## config.mk

```make
export PLATFORM = sky130hd
export DESIGN_NAME = life_gen_ctrl
export DESIGN_NICKNAME = d
export VERILOG_FILES = /design/src/rtl/life_gen_ctrl.sv
export SDC_FILE = /design/constraint.sdc
export NUM_CORES = 1
export LEC_CHECK = 0
export BUFFER_PORTS_ARGS = -buffer_cell sky130_fd_sc_hd__buf_2
export CAP_MARGIN = 20
export CELL_PAD_IN_SITES_DETAIL_PLACEMENT = 1
export CELL_PAD_IN_SITES_GLOBAL_PLACEMENT = 2
export CORE_UTILIZATION = 33
export CTS_CLUSTER_SIZE = 10
export DETAILED_ROUTE_END_ITERATION = 12
export GPL_TIMING_DRIVEN = 0
export PLACE_DENSITY_LB_ADDON = 0.1
export SETUP_SLACK_MARGIN = 0.1
export SYNTH_ARGS = -nofsm -noshare
export SYNTH_HDL_FRONTEND = slang
export SYNTH_SLANG_ARGS = --single-unit
```

## constraint.sdc

```tcl
create_clock -name clock -period 3.9 [get_ports clock]
set_input_delay 0.585 -clock clock [delete_from_list [all_inputs] [get_ports clock]]
set_output_delay 0.585 -clock clock [all_outputs]
set_load 0.01 [all_outputs]
```

## src/rtl/life_gen_ctrl.sv

```systemverilog
// rtl/life_gen_ctrl.sv - run/pause/step/clear generation sequencer; optional macro LIFE_AUTO_STOP_EN
module life_gen_ctrl #(
    parameter int SYNC_STAGES = 2,
    parameter int PER_W       = 8,
    parameter int CNT_W       = 16
) (
    input  logic             clock,
    input  logic             reset,
    input  logic             start_raw,
    input  logic             pause_raw,
    input  logic             step_raw,
    input  logic             clear_raw,
    input  logic [PER_W-1:0] period,
`ifdef LIFE_AUTO_STOP_EN
    input  logic             board_changed,
    output logic             stable,
`endif
    output logic             gen_en,
    output logic             clear_en,
    output logic             running,
    output logic [1:0]       state,
    output logic [CNT_W-1:0] gen_count
);

    localparam logic [1:0] ST_IDLE  = 2'b00;
    localparam logic [1:0] ST_RUN   = 2'b01;
    localparam logic [1:0] ST_PAUSE = 2'b10;

    // Button bit order inside the synchroniser: {clear, pause, start, step}
    logic [3:0]       raw_vec;
    logic [3:0]       sync_q [SYNC_STAGES];
    logic [3:0]       hist_q;
    logic [3:0]       rise;
    logic             act_clear;
    logic             act_pause;
    logic             act_start;
    logic             act_step;
    logic             auto_stop;

    logic [PER_W-1:0] tick_q;
    logic [PER_W-1:0] tick_next;
    logic [PER_W-1:0] period_m1;
    logic [1:0]       state_next;
    logic             gen_next;
    logic             clr_next;
    logic [CNT_W-1:0] count_next;
    logic             stable_q;
    logic             stable_next;

    assign raw_vec = {clear_raw, pause_raw, start_raw, step_raw};

    // Synchronise the raw buttons and keep one cycle of history for edge detection
    always_ff @(posedge clock) begin
        if (reset) begin
            for (int i = 0; i < SYNC_STAGES; i++) begin
                sync_q[i] <= '0;
            end
            hist_q <= '0;
        end else begin
            sync_q[0] <= raw_vec;
            for (int i = 1; i < SYNC_STAGES; i++) begin
                sync_q[i] <= sync_q[i-1];
            end
            hist_q <= sync_q[SYNC_STAGES-1];
        end
    end

    assign rise = sync_q[SYNC_STAGES-1] & ~hist_q;

    // Only the highest-priority edge acts: clear > pause > start > step
    assign act_clear = rise[3];
    assign act_pause = rise[2] & ~rise[3];
    assign act_start = rise[1] & ~(|rise[3:2]);
    assign act_step  = rise[0] & ~(|rise[3:1]);

    // Period of zero behaves like a period of one
    assign period_m1 = (period == '0) ? '0 : period - PER_W'(1);

`ifdef LIFE_AUTO_STOP_EN
    logic gen_d_q;

    // Remember that the board was asked to advance last cycle, so board_changed is meaningful now
    always_ff @(posedge clock) begin
        if (reset) begin
            gen_d_q <= 1'b0;
        end else begin
            gen_d_q <= gen_en;
        end
    end

    assign auto_stop = gen_d_q & ~board_changed;
    assign stable    = stable_q;
`else
    assign auto_stop = 1'b0;
`endif

    // Next-state, tick and pulse decisions for the sequencer
    always_comb begin
        state_next  = state;
        tick_next   = tick_q;
        gen_next    = 1'b0;
        clr_next    = 1'b0;
        stable_next = stable_q;
        if (act_clear) begin
            clr_next    = 1'b1;
            state_next  = ST_IDLE;
            tick_next   = '0;
            stable_next = 1'b0;
        end else begin
            case (state)
                ST_IDLE: begin
                    if (act_start) begin
                        state_next  = ST_RUN;
                        tick_next   = '0;
                        stable_next = 1'b0;
                    end else if (act_step) begin
                        gen_next    = 1'b1;
                        stable_next = 1'b0;
                    end
                end
                ST_RUN: begin
                    if (act_pause) begin
                        state_next = ST_PAUSE;
                    end else if (auto_stop) begin
                        state_next  = ST_PAUSE;
                        stable_next = 1'b1;
                    end else if (tick_q >= period_m1) begin
                        // >= so a shortened period fires immediately instead of wrapping
                        gen_next  = 1'b1;
                        tick_next = '0;
                    end else begin
                        tick_next = tick_q + PER_W'(1);
                    end
                end
                ST_PAUSE: begin
                    if (act_start) begin
                        state_next  = ST_RUN;
                        tick_next   = '0;
                        stable_next = 1'b0;
                    end else if (act_step) begin
                        gen_next    = 1'b1;
                        stable_next = 1'b0;
                    end
                end
                default: begin
                    state_next = ST_IDLE;
                    tick_next  = '0;
                end
            endcase
        end
    end

    // Generation counter follows the registered gen pulse and saturates
    always_comb begin
        count_next = gen_count;
        if (clr_next) begin
            count_next = '0;
        end else if (gen_next && (gen_count != '1)) begin
            count_next = gen_count + CNT_W'(1);
        end
    end

    // Register state, pulses and counters together so running tracks state exactly
    always_ff @(posedge clock) begin
        if (reset) begin
            state     <= ST_IDLE;
            tick_q    <= '0;
            gen_en    <= 1'b0;
            clear_en  <= 1'b0;
            running   <= 1'b0;
            gen_count <= '0;
            stable_q  <= 1'b0;
        end else begin
            state     <= state_next;
            tick_q    <= tick_next;
            gen_en    <= gen_next;
            clear_en  <= clr_next;
            running   <= (state_next == ST_RUN);
            gen_count <= count_next;
            stable_q  <= stable_next;
        end
    end

endmodule
```

After elaboration in Yosys (flattened, before gate mapping)
Memory sizes are Yosys's and may differ from the RTL's.
Index checks and enable logic that the tools add are counted.

operators by class
  add/sub/neg operators = 3
  $mul = 0
  div/mod/pow operators = 0
  $lt $le $gt $ge = 1
  eq/ne operators = 6
  shift-type cells = 0
  mux-type cells = 21
  bitwise logic cells = 10
  reductions and logical operators = 9

operators with widths
  operator               count
  $mux 8                 4
  $add 16x1->16 const B  1
  $ne 16x16->1 const B   1
  $pmux 8 s2             1
  $mux 1                 9
  $add 8x1->8 const B    1
  $ge 8x8->1             1
  $logic_not 8->1        1
  $mux 4                 2
  $reduce_or 2->1        4
  $sub 8x1->8 const B    1
  $mux 2                 3
  $and 4x4->4            1
  $eq 2x1->1 const B     2
  $not 4->4              1
  $pmux 2 s2             1
  $and 1x1->1            3
  $not 1->1              3
  $reduce_or 3->1        1
  $eq 2x2->1 const B     1
  $logic_not 2->1        1
  $ne 2x1->1 const B     1
  $ne 2x2->1 const B     1
  $or 1x1->1             2
  other kinds (3)        3

storage, ports and cells
  register bits after elaboration = 33
  bits in latches = 0
  bits in writable memories = 8
  ROM bits = 0
  bits of input ports = 14
  word-level logic and storage cells = 58
  memories = 1

memory list
  name    words  bits a word  read ports  clocked after Yosys merged registers in  wr ports  line  source
  sync_q  2      4            2           0                                        2         31    logic [3:0] sync_q [SYNC_STAGES];

Longest topological paths before layout
Gate-level depths: netlist (run 1).

  word-level depth = 10
  depth in mapped cells = 15

Worst setup path before layout (run 1)
Ideal clock, no wire load.

  path type = in2reg
  start = input period[0]
  end = register gen_count[11]
  arrival = 3.226 ns
  slack = 0.603 ns
  stages = 14
  path buffers = 1
  path through = inv_1 > ha_1 > nor2b_1 > nand3b_1 > or3_1 > and2_1 > ha_1 > nand2b_1 > a21oi_2 > nor4_2 > o21ai_2 > buf_6 > or4_1 > a21oi_1

on the way
  longest elaborated chain between the ends = 8
  elaborated cells between the ends (all ways) = 9
  classes of those cells = 1 x add/sub; 1 x order compare; 5 x mux; 2 x reduce/logical

ends and longest elaborated chain
  item                                            line  source
  start: declaration                              13    input logic [PER_W-1:0] period,
  $sub 8x1->8 or $logic_not 8->1 (tied branches)  77    assign period_m1 = (period == '0) ? '0 : period - PER_W'(1);
  $mux 8 *                                        77
  $ge 8x8->1 *                                    127   end else if (tick_q >= period_m1) begin
  $mux 1 *                                        127
  $mux 1 *                                        122   if (act_pause) begin
  $pmux 1 s2 *                                    110   case (state)
  $mux 1 *                                        104   if (act_clear) begin
  $logic_and 1x1->1 *                             158   end else if (gen_next && (gen_count != '1)) begin
  end signal: assignment                          179   gen_count <= count_next;
  end: declaration                                22    output logic [CNT_W-1:0] gen_count

Mark *: on every way between the ends. The rest lies on a longest branch, timed or not.
A chain may end at the register's enable or synchronous reset.

Final worst setup path (run 1)
  start = input period[0]
  end = register gen_count[0]

Same word-level chain as after synthesis.

==> impl_table.tex, run 1 <==
\begin{tabular}{lr}
\hline
Metric & Value \\
\hline
\multicolumn{2}{l}{\textbf{Global route}} \\
Vias in the first global route & 1711 \\
Overall track demand over capacity in global routing & 16.5\% \\
Largest net degree at the start of global routing & 16 \\
Remaining global-route overflow & 0 \\
First-pass GRT wire length & 8140 um \\
Initial antenna violation count & 0 \\
\multicolumn{2}{l}{\textbf{Layout}} \\
Share of final-layout standard cells stronger than drive strength 1 & 20.1\% \\
Commonest non-fill, non-tap cells in the layout & 41 x dfxtp\_1, 34 x buf\_2, 20 x nor2b\_1, 20 x nor2\_1, 18 x nand2\_1 \\
Filler cell count in the final layout & 744 \\
Nets & 303 \\
Diode count & 0 \\
Most frequent standard cell in the layout excluding fill and tap cells & dfxtp\_1 \\
Syn-to-layout area delta & 17.5\% \\
Final cell area excluding filler cells & 0.00240 mm\^{}2 \\
Core Util, Final & 40.3\% \\
\multicolumn{2}{l}{\textbf{Clock tree}} \\
Post-CTS setup buffers & 0 \\
Clock edge transition at the registers on the reported setup and hold paths & 0.09 ns \\
Clock latency reported for the late side of the worst-skew pair & 0.31 ns \\
Number of buffers created by CTS & 5 \\
Number of hold buffers added after cts & 0 \\
H-tree Lvls & 2 \\
Clock Root Buffer & clkbuf\_8 \\
CTS max path bufs & 2 \\
CTS tree & yes \\
Post-cts repair resize count & 0 \\
CTS sink count & 41 \\
\multicolumn{2}{l}{\textbf{Logic synthesis}} \\
Area fraction in compound gates after synthesis & 14.2\% \\
Flip-flop and latch count after synthesis & 41 \\
Number of distinct library cell variants in the gate-level netlist after synthesis & 42 \\
Asr flop ratio synth & 0\% \\
Post-synthesis instance total & 237 \\
Leading register cell type out of synthesis & dfxtp\_1 \\
Synth warn & 0 \\
Post-Synth XOR/XNOR Area & 4.28\% \\
Dominant combinational cell family by area after synthesis & simple AND/OR/NAND/NOR gates \\
Sequential cell area fraction in the yosys report & 40.1\% \\
Post-synthesis mux area share & 0.979\% \\
Number of enable-type register cells in the synthesized netlist & 0 \\
Adder and majority gate portion of the synthesized area & 6.73\% \\
Synthesized-area fraction occupied by and/or/nand/nor cells & 30.0\% \\
Avg Cell Area, Syn & 8.63 um\^{}2 \\
Netlist area before placement & 0.00204 mm\^{}2 \\
Mapped Nets & 262 \\
\multicolumn{2}{l}{\textbf{Worst setup path}} \\
Critical path buffer and inverter count & 4 \\
Data arrival time of the critical path & 3.58 ns \\
Cell class contributing the biggest share of worst-path delay & simple AND/OR/NAND/NOR gates \\
Reg2Reg Launch Point & tick\_q[2] \\
CP Launch Type & input pin \\
R2R Setup Slk & 1.60 ns \\
Count of cells along the worst register-to-register path & 9 \\
Worst Setup End Kind & flop \\
Crit-path cells & buf\_2 > inv\_1 > ha\_1 > nor2b\_1 > nand3b\_1 > or3\_1 > o21ai\_0 > ha\_1 > or3\_2 > a21oi\_2 > nor4\_2 > o21ai\_2 > buf\_6 > buf\_6 > xor2\_1 > nor2\_1 \\
Slowest Stage Delay on Critical Path & 0.46 ns \\
R2r endpoint & gen\_count[0] \\
Worst-path maximum fanout & 10 \\
Worst EP required & 4.08 ns \\
Crit Path Class & in -> reg \\
Crit path max-delay cell type & or3\_2 \\
\multicolumn{2}{l}{\textbf{Die}} \\
Num ports & 35 \\
DIE AREA & 0.00651 mm\^{}2 \\
Y dimension of the die & 80.7 um \\
Effective utilization at floorplan & 34.3\% \\
Horizontal die dimension & 80.7 um \\
Site Rows & 28 \\
Core Area & 0.00596 mm\^{}2 \\
\multicolumn{2}{l}{\textbf{STA}} \\
Pins Over Slew Limit & 0 \\
WHS & 0.445 ns \\
Final critical-path required period & 3.40 ns \\
Accumulated negative setup slack & 0 ns \\
Final setup fails & 0 \\
Final Skew & 0.0146 ns \\
Count of final hold-check violations & 0 \\
Worst Max-Slew Pin Slew & 0.574 ns \\
Setup repair after global routing missed its margin & no \\
Part of the cycle the worst path needs & 87.3\% \\
Slew margin rel. & 61.7\% \\
Peak clock frequency supported by timing & 294 MHz \\
\multicolumn{2}{l}{\textbf{Min path}} \\
Type of the worst min-delay path & reg -> reg \\
Hold path startpoint & hist\_q[3] \\
Hold Path Sink & clear\_en \\
Hold Path Depth & 1 \\
\multicolumn{2}{l}{\textbf{Outcome}} \\
Status & complete, no violations \\
\multicolumn{2}{l}{\textbf{Power and ir drop}} \\
PD cells & 334 mW/mm\^{}2 \\
Static leakage & 0.000971 uW \\
Maximum vdd drop & 192 uV \\
\multicolumn{2}{l}{\textbf{Route}} \\
Number of vias in the routed layout & 1791 \\
Antenna-violating nets left & 0 \\
Avg Vias per Cell & 5.06 \\
Violation count after the first detailed-routing iteration & 44 \\
Detailed-route DRC error count & 0 \\
Iteration count of the initial detailed-routing pass & 4 \\
Wire length per cell after detailed routing & 13.4 um \\
Final wirelength & 4740 um \\
\multicolumn{2}{l}{\textbf{Placed design}} \\
Count of input and output buffers & 34 \\
Final weighted congestion of routability-driven global placement & 0.714 \\
Instance area after placement & 0.00231 mm\^{}2 \\
Placed wire-length estimate & 3580 um \\
\multicolumn{2}{l}{\textbf{Run}} \\
Max-cap violations & 0 \\
\hline
\end{tabular}
[worst max-delay path by stage]
| stage | startpoint | end | cells after the start |
|---|---|---|---|
| 6_report | period[0] | gen_count[0] | 16 |
| 5_1_grt | period[0] | gen_count[0] | 16 |
| 4_1_cts | period[0] | gen_count[0] | 16 |
| 3_5_place_dp | period[0] | gen_count[0] | 16 |
| 3_3_place_gp | period[0] | gen_count[0] | 16 |
| 2_1_floorplan | period[0] | gen_count[11] | 14 |
[logic make-up after synthesis]
| family | count (synthesis) |
|---|---|
| AND/OR/NAND/NOR | 112 |
| AO/OA/AOI/OAI | 47 |
| flip-flops | 41 |
| buffers and inverters | 14 |
| adder cells (fa/ha/maj) | 11 |
| XOR/XNOR | 10 |
| multiplexers | 2 |
[cell usage after synthesis (all sizes together), types with 2 or more instances]
cell type | count | area [um^2]
a21oi | 18 | 97.6
inv | 7 | 26.3
dfxtp | 41 | 821
nand2b | 7 | 43.8
and3 | 4 | 25.0
nor3 | 7 | 35.0
o31ai | 5 | 37.5
clkbuf | 3 | 11.3
xnor2 | 2 | 17.5
mux2i | 2 | 20.0
nor2 | 20 | 75.1
xor2 | 8 | 70.1
o21ai | 14 | 73.8
o21a | 2 | 16.3
buf | 4 | 37.5
nand2 | 18 | 67.6
or3 | 10 | 66.3
nor2b | 20 | 125
ha | 11 | 138
nand3 | 8 | 45.0
nand4 | 6 | 37.5
or4 | 7 | 52.6
[layer usage]
layer	share of wire, %	vias up	GRT usage (%)
li1	-	921	-
met1	51	828	22.4
met2	43	34	24.6
met3	4.6	8	3.75
met4	1.9	0	8.04
met5	0	-	0
[report_power, final]
group / total, uW / internal (uW) / switching (uW)
Combinational: 72.2 / 30.5 / 41.7
Clock: 299 / 129 / 169
Sequential: 431 / 426 / 4.58
Total: 802 / 586 / 216
[flip-flops by register name, summed over array words and instances, names as in the netlist]
name	count
hist_q	4
sync_q	8
running	1
clear_en	1
gen_en	1
tick_q	8
state	2
gen_count	16
[cell type report]
type	instances	area, um^2	share of cell area [%]
sequential	41	821	34.2
inverter	7	26.3	1.09
clock buffer	5	68.8	2.86
multi-input combinational	182	1150	47.8
clock inverter	3	25.0	1.04
buffer	7	48.8	2.03
timing repair buffer	34	170	7.08
tap	75	93.8	3.91
[per-stage QoR]
| step | power [uW] | std cells | worst slack, ns |
|---|---|---|---|
| global placement | 514 | 346 | 0.125 |
| floorplan | 488 | 237 | 0.603 |
| global route | 846 | 354 | 0.191 |
| finish | 802 | 354 | 0.496 |
| CTS | 818 | 354 | 0.437 |
| detailed placement | 515 | 346 | 0.126 |
Note: power is estimated with default switching activity, not from simulation.
==> inputs of run 2 (changes only) <==
--- a/config.mk
+++ b/config.mk
@@ -9,7 +9,7 @@
 export CAP_MARGIN = 20
 export CELL_PAD_IN_SITES_DETAIL_PLACEMENT = 1
 export CELL_PAD_IN_SITES_GLOBAL_PLACEMENT = 2
-export CORE_UTILIZATION = 33
+export CORE_UTILIZATION = 35
 export CTS_CLUSTER_SIZE = 10
 export DETAILED_ROUTE_END_ITERATION = 12
 export GPL_TIMING_DRIVEN = 0
==> constraint.sdc (replaced) <==
create_clock -name clock -period 4.1 [get_ports clock]
set_input_delay 0.615 -clock clock [delete_from_list [all_inputs] [get_ports clock]]
set_output_delay 0.615 -clock clock [all_outputs]
set_load 0.01 [all_outputs]
==> impl_table.tex, run 2 (same netlist as run 1, synthesis figures left out) <==
\begin{tabular}{lr}
\hline
Metric & Value \\
\hline
\multicolumn{2}{l}{\textbf{Layout}} \\
Commonest non-fill, non-tap cells in the layout & 41 x dfxtp\_1, 34 x buf\_2, 20 x nor2b\_1, 20 x nor2\_1, 18 x nand2\_1 \\
Flip-flop count of the largest register, all copies and words added & 16 (unchanged) \\
Largest registers ranked by flip-flop count & gen\_count: 16 flops, sync\_q: 8 flops, tick\_q: 8 flops \\
Syn-to-layout area delta & 17.2\% \\
Most frequent standard cell in the layout excluding fill and tap cells & dfxtp\_1 \\
Diode count & 0 (unchanged) \\
Share of final-layout standard cells stronger than drive strength 1 & 20.1\% (unchanged) \\
Register with the most flip-flops & gen\_count \\
Nets & 303 (unchanged) \\
Filler cell count in the final layout & 705 (-5.2\%) \\
\multicolumn{2}{l}{\textbf{Worst setup path}} \\
CP Launch Type & input pin \\
Crit Path Class & in -> reg \\
Crit path max-delay cell type & or4\_1 \\
Slowest Stage Delay on Critical Path & 0.47 ns (about the same) \\
Crit-path cells & buf\_2 > inv\_1 > ha\_1 > nor2b\_1 > nand3b\_1 > or3\_1 > and2\_1 > ha\_1 > nand2b\_1 > a21oi\_2 > nor4\_2 > o21ai\_2 > buf\_6 > or4\_1 > a21oi\_1 \\
Worst-path maximum fanout & 10 (unchanged) \\
Cell class contributing the biggest share of worst-path delay & simple AND/OR/NAND/NOR gates \\
Critical path buffer and inverter count & 3 (-1) \\
Worst Setup End Kind & flop \\
Worst EP required & 4.33 ns (+0.25 ns) \\
Data arrival time of the critical path & 3.76 ns (+0.18 ns) \\
Cell occurring most often along the worst timing path & ha\_1 \\
\multicolumn{2}{l}{\textbf{STA}} \\
Accumulated negative setup slack & 0 ns (unchanged) \\
Final worst-path setup slack & 0.571 ns (+0.0748 ns) \\
Final Skew & 0.00639 ns (-0.00824 ns) \\
Final setup fails & 0 (unchanged) \\
Peak clock frequency supported by timing & 283 MHz \\
Final critical-path required period & 3.53 ns \\
Part of the cycle the worst path needs & 86.1\% \\
Worst Max-Slew Pin Slew & 0.596 ns (+0.0220 ns) \\
Setup repair after global routing missed its margin & no \\
Count of final hold-check violations & 0 (unchanged) \\
Slew margin rel. & 60.3\% (-1.5 points) \\
Pins Over Slew Limit & 0 (unchanged) \\
\multicolumn{2}{l}{\textbf{Outcome}} \\
Status & complete, no violations \\
\multicolumn{2}{l}{\textbf{Clock tree}} \\
Clock Root Buffer & clkbuf\_8 \\
CTS sink count & 41 (unchanged) \\
Number of buffers created by CTS & 5 (unchanged) \\
CTS tree & yes \\
H-tree Lvls & 2 (unchanged) \\
Post-cts repair resize count & 0 (unchanged) \\
Clock edge transition at the registers on the reported setup and hold paths & 0.09 ns (about the same) \\
CTS max path bufs & 2 (unchanged) \\
Clock latency reported for the late side of the worst-skew pair & 0.30 ns (about the same) \\
Number of hold buffers added after cts & 0 (unchanged) \\
Post-CTS setup buffers & 0 (unchanged) \\
\multicolumn{2}{l}{\textbf{Route}} \\
Wire length on met1 & 2410 um (-0.50\%) \\
DR WL met3 & 184 um (-16\%) \\
Antenna-violating nets left & 0 (unchanged) \\
Final wirelength & 4820 um (+1.7\%) \\
Top layer used by detailed routing & met4 \\
Iteration count of the initial detailed-routing pass & 4 (unchanged) \\
Avg Vias per Cell & 5.17 (+2.2\%) \\
Violation count after the first detailed-routing iteration & 39 (-11\%) \\
Number of vias in the routed layout & 1815 (+1.3\%) \\
Wire length per cell after detailed routing & 13.7 um (+2.5\%) \\
Detailed-route DRC error count & 0 (unchanged) \\
Detail Route met2 WL & 2170 um (+7.9\%) \\
\multicolumn{2}{l}{\textbf{Die}} \\
Core Area & 0.00557 mm\^{}2 (-6.4\%) \\
Site Rows & 27 (-3.6\%) \\
Effective utilization at floorplan & 36.7\% (+2.4 points) \\
DIE AREA & 0.00615 mm\^{}2 (-5.6\%) \\
Num ports & 35 (unchanged) \\
Horizontal die dimension & 78.4 um (-2.8\%) \\
Y dimension of the die & 78.4 um (-2.8\%) \\
\multicolumn{2}{l}{\textbf{Placed design}} \\
Worst setup slack before clock tree synthesis & 0.236 ns (+0.110 ns) \\
Final weighted congestion of routability-driven global placement & 0.730 (+2.3\%) \\
Count of input and output buffers & 34 (unchanged) \\
Placed wire-length estimate & 3620 um (+0.93\%) \\
\multicolumn{2}{l}{\textbf{Global route}} \\
Remaining global-route overflow & 0 (unchanged) \\
Initial antenna violation count & 0 (unchanged) \\
Vias in the first global route & 1761 (+2.9\%) \\
First-pass GRT wire length & 8310 um (+2.1\%) \\
Overall track demand over capacity in global routing & 17.4\% (+0.82 points) \\
Largest net degree at the start of global routing & 15 (-1) \\
\multicolumn{2}{l}{\textbf{Power and ir drop}} \\
Int Pwr & 554 uW (-5.5\%) \\
Maximum vdd drop & 182 uV (-5.6\%) \\
Sequential power share & 54.8\% (+1.1 points) \\
Total power & 748 uW (-6.7\%) \\
Part of the total power dissipated in the clock network & 36.1\% (-1.1 points) \\
Net switching power & 194 uW (-9.9\%) \\
Switching portion of total power & 26.0\% (-0.92 points) \\
Combinational Power Share & 9.2\% (+0.2 points) \\
Static leakage & 0.000962 uW (-0.86\%) \\
PD cells & 312 mW/mm\^{}2 (-6.4\%) \\
\multicolumn{2}{l}{\textbf{Min path}} \\
Type of the worst min-delay path & reg -> reg \\
\multicolumn{2}{l}{\textbf{Run}} \\
Max-cap violations & 0 (unchanged) \\
\hline
\end{tabular}
## run 2: cell count changes in the layout (fill, tap and decap cells not counted), sizes merged
cell      delta
clkinvlp     +2
clkinv       -1
inv          -1
## run 2: layer usage
layer  up-vias  track usage (%)
met4         0             6.11
met5         -                0
met1       859             22.2
met3         6             4.30
met2        31             28.2
li1        919                -
## run 2: cell type report
class / count / area (um^2) / share of cell area, %
inverters: 7 / 26.3 / 1.10
repair buffers: 34 / 170 / 7.10
plain buffers: 7 / 48.8 / 2.04
multi-input cells: 182 / 1150 / 47.9
well taps: 72 / 90.1 / 3.76
flip-flops and latches: 41 / 821 / 34.3
clock inverters: 3 / 22.5 / 0.940
clock buffers: 5 / 68.8 / 2.87
## run 2: final timing paths
kind                            startpoint            end  slack [ns]  cells after the start
worst max-delay path             period[0]  gen_count[13]        0.57                     15
worst min-delay path             hist_q[3]       clear_en        0.43                      1
worst min register to register   hist_q[3]       clear_en        0.43                      1
worst max register to register   tick_q[3]   gen_count[0]        1.80                      9
## run 2: metrics by stage
step / std cells / util, % / cell area, um^2 / hold WS, ns
after floorplan: 237 / - / 2040 / 0.406
after global placement: 343 / 41.3 / 2300 / 0.415
after detailed placement: 343 / 41.3 / 2300 / 0.425
after CTS: 351 / 43.0 / 2400 / 0.443
after global routing: 351 / 43.0 / 2400 / 0.460
final: 351 / 43.0 / 2400 / 0.434
## run 2: power by group through the flow
| stage | registers (uW) | logic [uW] | clock network [uW] |
|---|---|---|---|
| after floorplan | 419 | 45.5 | 0 |
| after global placement | 419 | 69.1 | 0 |
| after detailed placement | 419 | 70.3 | 0 |
| after CTS | 410 | 70.8 | 286 |
| after global routing | 411 | 78.5 | 300 |
| final | 410 | 68.7 | 270 |
==> inputs of run 3 (changes only) <==
--- a/config.mk
+++ b/config.mk
@@ -13,7 +13,7 @@
 export CTS_CLUSTER_SIZE = 10
 export DETAILED_ROUTE_END_ITERATION = 12
 export GPL_TIMING_DRIVEN = 0
-export PLACE_DENSITY_LB_ADDON = 0.1
+export PLACE_DENSITY = 0.82
 export SETUP_SLACK_MARGIN = 0.1
 export SYNTH_ARGS = -nofsm -noshare
 export SYNTH_HDL_FRONTEND = slang
==> impl_table.tex, run 3 (same netlist as run 1, synthesis figures left out) <==
\begin{tabular}{lr}
\hline
Metric & Value \\
\hline
\multicolumn{2}{l}{\textbf{Outcome}} \\
Status & complete, no violations \\
\multicolumn{2}{l}{\textbf{Route}} \\
Final wirelength & 4740 um (-1.7\%) \\
Antenna-violating nets left & 0 (unchanged) \\
Iteration count of the initial detailed-routing pass & 4 (unchanged) \\
Wire length per cell after detailed routing & 13.5 um (-1.7\%) \\
Detailed-route DRC error count & 0 (unchanged) \\
Violation count after the first detailed-routing iteration & 47 (+21\%) \\
Number of vias in the routed layout & 1814 (-0.055\%) \\
Avg Vias per Cell & 5.17 (about the same) \\
\multicolumn{2}{l}{\textbf{Power and ir drop}} \\
Switching portion of total power & 24.9\% (-1.1 points) \\
Maximum vdd drop & 161 uV (-11\%) \\
Combinational Power Share & 9.3\% (about the same) \\
Part of the total power dissipated in the clock network & 35.0\% (-1.1 points) \\
PD cells & 308 mW/mm\^{}2 (-1.3\%) \\
Sequential power share & 55.7\% (+0.9 points) \\
Static leakage & 0.000971 uW (+0.89\%) \\
Int Pwr & 552 uW (-0.23\%) \\
Net switching power & 183 uW (-5.7\%) \\
\multicolumn{2}{l}{\textbf{Die}} \\
Horizontal die dimension & 78.4 um (unchanged) \\
Num ports & 35 (unchanged) \\
Y dimension of the die & 78.4 um (unchanged) \\
DIE AREA & 0.00615 mm\^{}2 (unchanged) \\
Site Rows & 27 (unchanged) \\
Effective utilization at floorplan & 36.7\% (unchanged) \\
Core Area & 0.00557 mm\^{}2 (unchanged) \\
\multicolumn{2}{l}{\textbf{Worst setup path}} \\
R2R Setup Slk & 1.84 ns (+0.04 ns) \\
Worst Setup End Kind & flop \\
Crit Path Class & in -> reg \\
Count of cells along the worst register-to-register path & 9 (unchanged) \\
CP Launch Type & input pin \\
Worst-path maximum fanout & 10 (unchanged) \\
R2r endpoint & gen\_count[0] \\
Reg2Reg Launch Point & tick\_q[2] \\
Crit. Startpoint & period[0] \\
Data arrival time of the critical path & 3.68 ns (-0.08 ns) \\
Timing endpoint of the critical path & gen\_count[9] \\
Worst EP required & 4.32 ns (about the same) \\
\multicolumn{2}{l}{\textbf{STA}} \\
Final critical-path required period & 3.46 ns (-0.0721 ns) \\
Slew margin rel. & 61.2\% (+0.97 points) \\
Pins Over Slew Limit & 0 (unchanged) \\
Part of the cycle the worst path needs & 84.3\% (-1.8 points) \\
Final Skew & 0.00367 ns (-0.00273 ns) \\
Peak clock frequency supported by timing & 289 MHz (+2.1\%) \\
Final setup fails & 0 (unchanged) \\
Count of final hold-check violations & 0 (unchanged) \\
Accumulated negative setup slack & 0 ns (unchanged) \\
Setup repair after global routing missed its margin & no \\
Worst Max-Slew Pin Slew & 0.582 ns (-0.0146 ns) \\
\multicolumn{2}{l}{\textbf{Placed design}} \\
Final weighted congestion of routability-driven global placement & 0.724 (-0.85\%) \\
Placed wire-length estimate & 3590 um (-0.85\%) \\
Count of input and output buffers & 34 (unchanged) \\
\multicolumn{2}{l}{\textbf{Clock tree}} \\
Clock edge transition at the registers on the reported setup and hold paths & 0.08 ns (about the same) \\
CTS tree & yes \\
Post-CTS setup buffers & 0 (unchanged) \\
Number of hold buffers added after cts & 0 (unchanged) \\
Number of buffers created by CTS & 5 (unchanged) \\
CTS sink count & 41 (unchanged) \\
CTS max path bufs & 2 (unchanged) \\
H-tree Lvls & 2 (unchanged) \\
Clock latency reported for the late side of the worst-skew pair & 0.29 ns (about the same) \\
Clock Root Buffer & clkbuf\_8 \\
Post-cts repair resize count & 0 (unchanged) \\
\multicolumn{2}{l}{\textbf{Global route}} \\
First-pass GRT wire length & 8180 um (-1.5\%) \\
Overall track demand over capacity in global routing & 17.0\% (-0.34 points) \\
Largest net degree at the start of global routing & 13 (-2) \\
Vias in the first global route & 1722 (-2.2\%) \\
Initial antenna violation count & 0 (unchanged) \\
Remaining global-route overflow & 0 (unchanged) \\
\multicolumn{2}{l}{\textbf{Layout}} \\
Share of final-layout standard cells stronger than drive strength 1 & 19.7\% (-0.36 points) \\
Register with the most flip-flops & gen\_count \\
Most frequent standard cell in the layout excluding fill and tap cells & dfxtp\_1 \\
Syn-to-layout area delta & 16.8\% \\
Commonest non-fill, non-tap cells in the layout & 41 x dfxtp\_1, 34 x buf\_2, 20 x nor2b\_1, 20 x nor2\_1, 18 x nand2\_1 \\
Flip-flop count of the largest register, all copies and words added & 16 (unchanged) \\
Core Util, Final & 42.8\% (-0.16 points) \\
Nets & 303 (unchanged) \\
Diode count & 0 (unchanged) \\
Largest registers ranked by flip-flop count & gen\_count: 16 flops, sync\_q: 8 flops, tick\_q: 8 flops \\
\multicolumn{2}{l}{\textbf{Min path}} \\
Type of the worst min-delay path & reg -> reg \\
\multicolumn{2}{l}{\textbf{Run}} \\
Max-cap violations & 0 (unchanged) \\
\hline
\end{tabular}
[run 3: critical path, cell delays in order]
cell and delay (ns):
buf_2 0.10, inv_1 0.06, ha_1 0.15, nor2b_1 0.25
nand3b_1 0.16, or3_1 0.44, and2_1 0.21, ha_1 0.26
nand2b_1 0.11, a21oi_2 0.07, nor4_2 0.34, o21ai_2 0.14
buf_6 0.16, or4_1 0.46, a21oi_1 0.16
[run 3: how the worst min path moves through the flow]
stage	from	endpoint	slack [ns]	depth (start not counted)
after floorplan	hist_q[3]	clear_en	0.41	1
after detailed placement	sync_q[0][0]	sync_q[0][4]	0.43	1
after global routing	sync_q[0][1]	sync_q[0][5]	0.47	1
final	sync_q[0][1]	sync_q[0][5]	0.44	1
after global placement	sync_q[0][0]	sync_q[0][4]	0.42	1
after CTS	sync_q[0][0]	sync_q[0][4]	0.45	1
[run 3: metrics by stage]
stage	worst slack, ns	area (um^2)	hold slack [ns]	cells	power [uW]
floorplan	0.773	2040	0.406	237	464
finish	0.643	2390	0.445	351	736
CTS	0.596	2390	0.451	351	751
global placement	0.332	2300	0.416	343	488
detailed placement	0.317	2300	0.432	343	489
global route	0.374	2390	0.465	351	777
[run 3: power by group through the flow]
| stage | registers [uW] | logic (uW) | clock network, uW |
|---|---|---|---|
| floorplan | 419 | 45.5 | 0 |
| CTS | 410 | 70.4 | 271 |
| global placement | 419 | 68.7 | 0 |
| global route | 411 | 78.7 | 288 |
| finish | 410 | 68.7 | 257 |
| detailed placement | 419 | 69.9 | 0 |
[run 3: final cells by class]
| class | count | area [um^2] |
|---|---|---|
| Buffer | 7 | 48.8 |
| Clock buffer | 6 | 72.6 |
| Clock inverter | 2 | 10.0 |
| Fill cell | 683 | 3190 |
| Inverter | 7 | 26.3 |
| Multi-Input combinational cell | 182 | 1150 |
| Sequential cell | 41 | 821 |
| Tap cell | 72 | 90.1 |
| Timing Repair Buffer | 34 | 170 |
[run 3: routing by layer]
layer,wire length (um),GRT usage (%)
met5,0,0
met3,186,4.19
met1,2440,23.7
met2,2060,25.6
met4,54,5.37
